<file path="src/rtl/wb_obi_bridge.sv">
// -----------------------------------------------------------------------------
// wb_obi_bridge
//
// Wishbone classic-cycle slave that forwards each access as a single OBI
// master transaction. Only one transfer is ever outstanding. The WB address
// is offset by ADDR_OFFSET before it goes out on OBI.
//
// If the WB master walks away (drops wb_cyc_i), or a WB-side timeout fires,
// the transfer is marked "abandoned". The OBI side is still allowed to finish,
// so the OBI protocol is never violated. Its response is then thrown away.
//
// Parameters
//   ADDR_W       address width
//   DATA_W       data width, a multiple of 8
//   ADDR_OFFSET  added to wb_adr_i to form obi_addr_o (wraps modulo 2^ADDR_W)
//   TIMEOUT      busy cycles before a WB error response; 0 disables it
//
// Ports
//   clk_i, rst_ni          clock (rising edge), asynchronous active-low reset
//   wb_cyc_i .. wb_dat_i   WB slave request
//   wb_dat_o               WB read data (last OBI response data)
//   wb_ack_o, wb_err_o     WB single-cycle response pulses
//   obi_req_o .. obi_wdata_o   OBI address phase (registered, held until grant)
//   obi_gnt_i              OBI grant
//   obi_rvalid_i, obi_rdata_i, obi_err_i   OBI response phase
// -----------------------------------------------------------------------------
module wb_obi_bridge #(
    parameter int unsigned       ADDR_W      = 32,
    parameter int unsigned       DATA_W      = 32,
    parameter logic [ADDR_W-1:0] ADDR_OFFSET = 32'h0,
    parameter logic [15:0]       TIMEOUT     = 16'd255
) (
    input  logic                  clk_i,
    input  logic                  rst_ni,
    input  logic                  wb_cyc_i,
    input  logic                  wb_stb_i,
    input  logic                  wb_we_i,
    input  logic [DATA_W/8-1:0]   wb_sel_i,
    input  logic [ADDR_W-1:0]     wb_adr_i,
    input  logic [DATA_W-1:0]     wb_dat_i,
    output logic [DATA_W-1:0]     wb_dat_o,
    output logic                  wb_ack_o,
    output logic                  wb_err_o,
    output logic                  obi_req_o,
    input  logic                  obi_gnt_i,
    output logic [ADDR_W-1:0]     obi_addr_o,
    output logic                  obi_we_o,
    output logic [DATA_W/8-1:0]   obi_be_o,
    output logic [DATA_W-1:0]     obi_wdata_o,
    input  logic                  obi_rvalid_i,
    input  logic [DATA_W-1:0]     obi_rdata_i,
    input  logic                  obi_err_i
);

    localparam logic [1:0] ST_IDLE = 2'd0;  // waiting for a WB strobe
    localparam logic [1:0] ST_REQ  = 2'd1;  // OBI address phase, waiting for grant
    localparam logic [1:0] ST_RESP = 2'd2;  // waiting for OBI rvalid
    localparam logic [1:0] ST_DONE = 2'd3;  // issue the WB ack or err pulse

    logic [1:0]  state_q;
    logic        abandon_q;   // WB side no longer wants the result
    logic        err_q;       // error bit of the last OBI response
    logic [15:0] cnt_q;       // busy cycles of the current transfer

    logic busy;
    logic accept;
    logic rsp_take;
    logic wb_gone;
    logic cnt_hit;
    logic timeout_fire;

    // NOTE: every signal assigned in always_comb gets a value on every path
    // (here unconditionally), otherwise synthesis infers a latch.
    always_comb begin
        busy     = (state_q == ST_REQ) || (state_q == ST_RESP);
        // While ack/err is on the bus the master has not yet seen it, so the
        // still-high strobe belongs to the transfer that just finished.
        accept   = (state_q == ST_IDLE) && wb_cyc_i && wb_stb_i &&
                   !wb_ack_o && !wb_err_o;
        rsp_take = (state_q == ST_RESP) && obi_rvalid_i;
        wb_gone  = busy && !abandon_q && !wb_cyc_i;
        // The counter reaches TIMEOUT on this edge.
        cnt_hit  = (TIMEOUT != 16'd0) && ((cnt_q + 16'd1) == TIMEOUT);
        // A response arriving on the same edge wins over the timeout; a
        // master that already left gets no error either.
        timeout_fire = busy && !abandon_q && wb_cyc_i && cnt_hit && !rsp_take;
    end

    // NOTE: sequential state is updated with non-blocking assignments only, so
    // every read in this block sees the value from before the clock edge.
    always_ff @(posedge clk_i or negedge rst_ni) begin
        if (!rst_ni) begin
            // NOTE: the datapath registers are reset too: they drive ports
            // directly and must read as zero while the block is in reset.
            state_q     <= ST_IDLE;
            abandon_q   <= 1'b0;
            err_q       <= 1'b0;
            cnt_q       <= 16'd0;
            obi_req_o   <= 1'b0;
            obi_addr_o  <= '0;
            obi_we_o    <= 1'b0;
            obi_be_o    <= '0;
            obi_wdata_o <= '0;
            wb_dat_o    <= '0;
            wb_ack_o    <= 1'b0;
            wb_err_o    <= 1'b0;
        end else begin
            // Response strobes are single-cycle pulses by default.
            wb_ack_o <= 1'b0;
            wb_err_o <= 1'b0;

            case (state_q)
                ST_IDLE: begin
                    if (accept) begin
                        obi_addr_o  <= wb_adr_i + ADDR_OFFSET;
                        obi_we_o    <= wb_we_i;
                        obi_be_o    <= wb_sel_i;
                        obi_wdata_o <= wb_dat_i;
                        obi_req_o   <= 1'b1;
                        abandon_q   <= 1'b0;
                        cnt_q       <= 16'd0;
                        state_q     <= ST_REQ;
                    end
                end

                ST_REQ, ST_RESP: begin
                    // WB-side supervision runs in both busy states and never
                    // touches the OBI handshake.
                    if (!abandon_q) begin
                        cnt_q <= cnt_q + 16'd1;
                        if (wb_gone) begin
                            abandon_q <= 1'b1;
                        end else if (timeout_fire) begin
                            abandon_q <= 1'b1;
                            wb_err_o  <= 1'b1;
                        end
                    end

                    if (state_q == ST_REQ) begin
                        // Request stays up until granted, even if abandoned.
                        if (obi_gnt_i) begin
                            obi_req_o <= 1'b0;
                            state_q   <= ST_RESP;
                        end
                    end else if (rsp_take) begin
                        wb_dat_o <= obi_rdata_i;
                        err_q    <= obi_err_i;
                        // A master that left on this very edge also gets
                        // nothing back.
                        if (abandon_q || !wb_cyc_i) begin
                            state_q <= ST_IDLE;
                        end else begin
                            state_q <= ST_DONE;
                        end
                    end
                end

                ST_DONE: begin
                    if (err_q) begin
                        wb_err_o <= 1'b1;
                    end else begin
                        wb_ack_o <= 1'b1;
                    end
                    state_q <= ST_IDLE;
                end

                default: begin
                    state_q <= ST_IDLE;
                end
            endcase
        end
    end

endmodule
</file>
<file path="config.mk">
export PLATFORM = sky130hd
export DESIGN_NAME = wb_obi_bridge
export DESIGN_NICKNAME = d
export VERILOG_FILES = /design/src/rtl/wb_obi_bridge.sv
export SDC_FILE = /design/constraint.sdc
export NUM_CORES = 1
export LEC_CHECK = 0
export CORE_MARGIN = 10
export CORE_UTILIZATION = 35
export CTS_CLUSTER_DIAMETER = 100
export DETAILED_ROUTE_END_ITERATION = 7
export PLACE_DENSITY_LB_ADDON = 0.15
export SYNTH_ARGS = -nofsm -noshare
export SYNTH_HDL_FRONTEND = slang
export SYNTH_SLANG_ARGS = --single-unit
</file>
<file path="constraint.sdc">
create_clock -name clk_i -period 3.2 [get_ports clk_i]
set_input_delay 0.48 -clock clk_i [delete_from_list [all_inputs] [get_ports clk_i]]
set_output_delay 0.48 -clock clk_i [all_outputs]
set_load 0.05 [all_outputs]
</file>
Word level (Yosys, flattened, before mapping)
Cells that the tools add are included.

Add/subtract/negate cells: 1. Bitwise gates (word level): 1. Equality and inequality tests: 10. Reduce and logical (&&, ||, !) cells: 26. Mux-type cells: 24.

Operators with widths (number): $mux W16 (2); $pmux W16 S2 (1); $add A16 B1 Y16 const B (1); $eq A16 B8 Y1 const B (1); $mux W1 (12); $logic_and A1 B1 Y1 (10); $mux W2 (5); $reduce_and A3 Y1 (3); $ne A2 B2 Y1 const B (4); $ne A3 B3 Y1 const B (2); $pmux W1 S2 (3); $pmux W2 S3 (1); $logic_not A1 Y1 (5); $eq A2 B2 Y1 const B (2); $reduce_and A2 Y1 (2); $reduce_and A4 Y1 (1); $eq A2 B1 Y1 const B (1); $logic_not A2 Y1 (1); $logic_or A1 B1 Y1 (2); $reduce_bool A2 Y1 (1); $reduce_or A2 Y1 (1); $not A1 Y1 (1).

Input port bits: 108. Output and inout bits: 104. Word-level logic and storage cells: 74. Bits in registers: 124.

Longest topological paths before layout
Word-level depth: 10. Gate-level depth with buffers: 10. Depth with buffers taken out: 8.

Least setup slack after synthesis
No wires, ideal clock.

Kind: flip-flop to flip-flop. From: reg state_q[0]. To: reg abandon_q. Setup time: 0.077 ns. Data required time: 3.123 ns. Arrival time: 2.187 ns. Setup slack: 0.936 ns. Stages on the path, launching flop included: 10. Clock period less this slack: 2.264 ns. Path buffers: 1. Path through: dfrtp_1 inv_1 ha_1 buf_2 a21boi_0 nand4_1 nor2_1 or4b_1 a2111o_1 a21oi_1.

Cells in the longest elaborated chain, start to end: 10. Elaborated cells on any way between the ends: 23. Those cells by class: 3 x eq/ne; 4 x mux; 16 x reduce/logical.

RTL lines: start: declaration (line 60) `logic [1:0] state_q;`; start signal: assignment (line 95) `state_q <= ST_IDLE;`; start signal: assignment (line 122) `state_q <= ST_REQ;`; start signal: assignment (line 143) `state_q <= ST_RESP;`; $eq A2 B1 Y1 or $eq A2 B2 Y1 (tied branches) (line 75, 112, 80); $logic_or A1 B1 Y1 (line 75) `busy = (state_q == ST_REQ) || (state_q == ST_RESP);`; $logic_and A1 B1 Y1 (line 81, 86); $logic_and A1 B1 Y1 (3 in a row) (line 86) `timeout_fire = busy && !abandon_q && wb_cyc_i && cnt_hit && !rsp_take;`; $mux W1 (line 133) `end else if (timeout_fire) begin`; $mux W1 (line 131) `if (wb_gone) begin`; $mux W1 (line 129) `if (!abandon_q) begin`; $pmux W1 S2 (line 112) `case (state_q)`; end signal: assignment (line 120) `abandon_q <= 1'b0;`; end signal: assignment (line 132) `abandon_q <= 1'b1;`; end signal: assignment (line 134) `abandon_q <= 1'b1;`; end: declaration (line 61) `logic abandon_q;`.

Parallel ways exist; a longest one is shown, timed or not. A chain may end at the register's enable or synchronous reset.

Worst setup path after layout
Ends and elaborated chain as after synthesis.

==> summary.txt <==
Outcome
  – Status: completed

Power
  – Pwr Total: 9.27 mW
  – Pwr/cell area: 1140 nW/um^2
  – IR Drop Worst-Case VDD: approximately 0.00073 V
  – Leakage Power: 3.46 nW

STA
  – Post-layout min period: ~2500 ps
  – Worst slew pin tran: 586 ps
  – Period Utilization, post-route: between 70% and 80%
  – Slew Limit Fails: 0
  – Final Hold Vio Count: 0
  – Skew final: just under 7 ps
  – Fin Setup TNS: 0 ps
  – Setup violators final: 0
  – Slew headroom: between 60% and 70%
  – RSZ-0062 raised after global routing: false
  – FMAX: approximately 400 MHz

Final layout
  – Multi-input logic area: roughly 2000 um^2
  – Ant. Diodes: 0
  – Layout cells sized above 1: between 20% and 30%
  – Nets@finish: ~710
  – FF+latch area: between 3000 and 4000 um^2
  – Fill cell count: approximately 1200
  – Core Util, Final: a little under three fifths
  – Area grow syn2layout: 55.7%

Worst setup path
  – Worst Path Required: around 3500 ps
  – Arr. time, crit path: 2880 ps
  – CP startpoint kind: register
  – Crit path kind: register to register
  – Crit Path Max Fanout: 9
  – Worst setup EP type: register

Synthesis
  – FFs w/ async S/R, synth: 100%
  – Post-synthesis sequential area ratio: between 50% and 60%
  – Syn Area/Cell: approximately 14 um^2
  – Syn Std Cell Area: 5210 um^2
  – Post-Syn Nets: between 400 and 500
  – Synth warn: 0
  – Primary FF master, synth: dfrtp_1
  – Syn Inst Count: between 300 and 400
  – Seq cells post-synth: approximately 120
  – Post-synth EDFFs: 0
  – Cell variety after synth: 40

Clock network
  – TritonCTS clock tree: yes
  – Reg clk slew, reported paths: ~50 ps
  – Num Clock Sinks: roughly 120
  – CTS buffer count: 17
  – Number of H-tree levels: 4
  – Clock latency on the worst-skew pair: between 400 and 500 ps
  – Post-CTS Hold Fix Bufs: 0
  – # resized after CTS: 0
  – Setup repair bufs after CTS: 0
  – Bufs on Longest Clock Path: 2
  – Root Driver: clkbuf_16

Route
  – Routed vias/inst: 4.78
  – Routed vias: about 3800
  – 1st-iter DRT viols: slightly below 90
  – # DRC: 0
  – DR WL/cell: approximately 18 um
  – Router iterations before antenna repair: 4
  – Final wirelength: approximately 15 mm
  – Detail Route Antenna Nets: 0

Global route
  – GR Util met3: 8.71%
  – Largest net degree at the start of global routing: 90
  – Tot GR Track Use: between 10% and 20%
  – First-pass GRT wire length: 23.2 mm
  – Antenna violations before repair: 0
  – Vias in the first global route: 4199
  – GR Util met2: about a quarter
  – Gr busiest metal: met2
  – GR Util met1: ~16%
  – Gr ovfl total: 0

Die
  – Rows: 44
  – Die Width: roughly 140 um
  – Die Height: between 100 and 150 um
  – DIE AREA: 20200 um^2
  – Core Area: between 10000 and 15000 um^2
  – Initial Util: 35.8%
  – Io pins: between 200 and 250

Run
  – Maxcap violations: 0

Placement
  – IO Port Bufs: 211
  – DP HPWL: around 11 mm
  – RePlAce Congestion: slightly below 0.8

Min path
  – Worst min-delay path class: input pin to asynchronous set/reset pin
-- where the power goes --
part	switching [mW]	total, mW	internal [mW]
clock	0.657	1.89	1.23
sequential	0.331	2.54	2.21
combinational	3.09	4.84	1.75
total	4.08	9.27	5.20
-- worst max-delay path, cell delays in order, from the launching register on --
cell and delay, ps:
dfrtp_1 370, inv_1 100, ha_1 460, a21boi_0 320, nand4_1 160, nor2_1 110, or4b_1 430, a2111o_1 390
a21oi_1 140
-- synth_stat cells (all sizes together), types with 3 or more instances --
library cell,count,area share [%]
o21ai,23,2.2
o41ai,5,0.84
buf,4,0.36
clkbuf,16,1.2
dfrtp,124,60
nand4,5,0.89
nor2b,4,0.48
nor3,3,0.29
inv,9,0.65
ha,7,1.7
nor2,20,1.6
a21oi,6,0.58
xor2,6,1.0
nand2,12,0.87
nand3,8,0.87
mux2,102,22
xnor2,6,1.0
-- layout by cell type (no fill, tap or decap), types with 3 or more instances in the layout --
| cell type | count |
|---|---|
| a21oi_1 | 6 |
| mux2_2 | 102 |
| xor2_1 | 6 |
| clkdlybuf4s50_1 | 210 |
| clkinv_2 | 4 |
| inv_1 | 9 |
| nor2_1 | 18 |
| nor2b_1 | 4 |
| nand4_1 | 4 |
| buf_4 | 3 |
| nand2_1 | 12 |
| nand3_1 | 7 |
| ha_1 | 7 |
| clkbuf_16 | 17 |
| o41ai_1 | 5 |
| o21ai_0 | 23 |
| xnor2_1 | 6 |
| dfrtp_1 | 124 |
| clkbuf_8 | 5 |
| nor3_1 | 3 |
-- worst paths after layout --
check | start | endpoint | slack [ps] | cells past startpoint
hold reg to reg | err_q | wb_ack_o | 470 | 1
hold / removal | rst_ni | obi_addr_o[28] | 30 | 1
setup reg to reg | state_q[0] | abandon_q | 650 | 8
max in group asynchronous | rst_ni | obi_addr_o[18] | 2330 | 2
min in group clk_i | err_q | wb_ack_o | 470 | 1
setup / recovery | state_q[0] | abandon_q | 650 | 8
-- stage by stage --
step	hold WS, ps	cell area, um^2	setup slack [ps]	std cells
floorplan	184	5210	936	384
global route	56.7	8110	450	793
finish	28.9	8110	653	793
detailed placement	474	7520	654	763
global placement	470	7520	716	763
CTS	36.8	8110	657	793
-- state kept, by name, summed over array words and instances, names as in the netlist --
signal / cells
obi_we_o: 1
wb_err_o: 1
wb_ack_o: 1
wb_dat_o: 32
obi_wdata_o: 32
abandon_q: 1
state_q: 2
obi_be_o: 4
err_q: 1
cnt_q: 16
obi_req_o: 1
obi_addr_o: 32
-- layout make-up --
cell class	instances	area share, %
clock buffers	23	6.14
flip-flops and latches	124	38.3
inverters	9	0.417
clock inverters	7	1.08
repair buffers	215	26.7
well taps	184	2.84
multi-input cells	231	24.6
-- per-layer routing --
| layer | part of all wire, % | wire [um] | vias to the layer above |
|---|---|---|---|
| met5 | 0 | 0 | - |
| li1 | - | - | 1781 |
| met1 | 38 | 5580 | 1866 |
| met3 | 12 | 1720 | 11 |
| met2 | 49 | 7240 | 133 |
| met4 | 0.88 | 129 | 0 |
-- logic make-up (layout without fill, tap and decap cells) --
logic type,Yosys count,in the layout,synth area share (%)
xor+xnor,12,12,2.02
compound gates,44,44,5.24
simple gates,64,64,6.85
fa+ha+maj,7,7,1.68
mux,104,104,22.4
flops,124,124,59.6
buf+inv,29,254,2.16
Note: power is estimated with default switching activity, not from simulation.
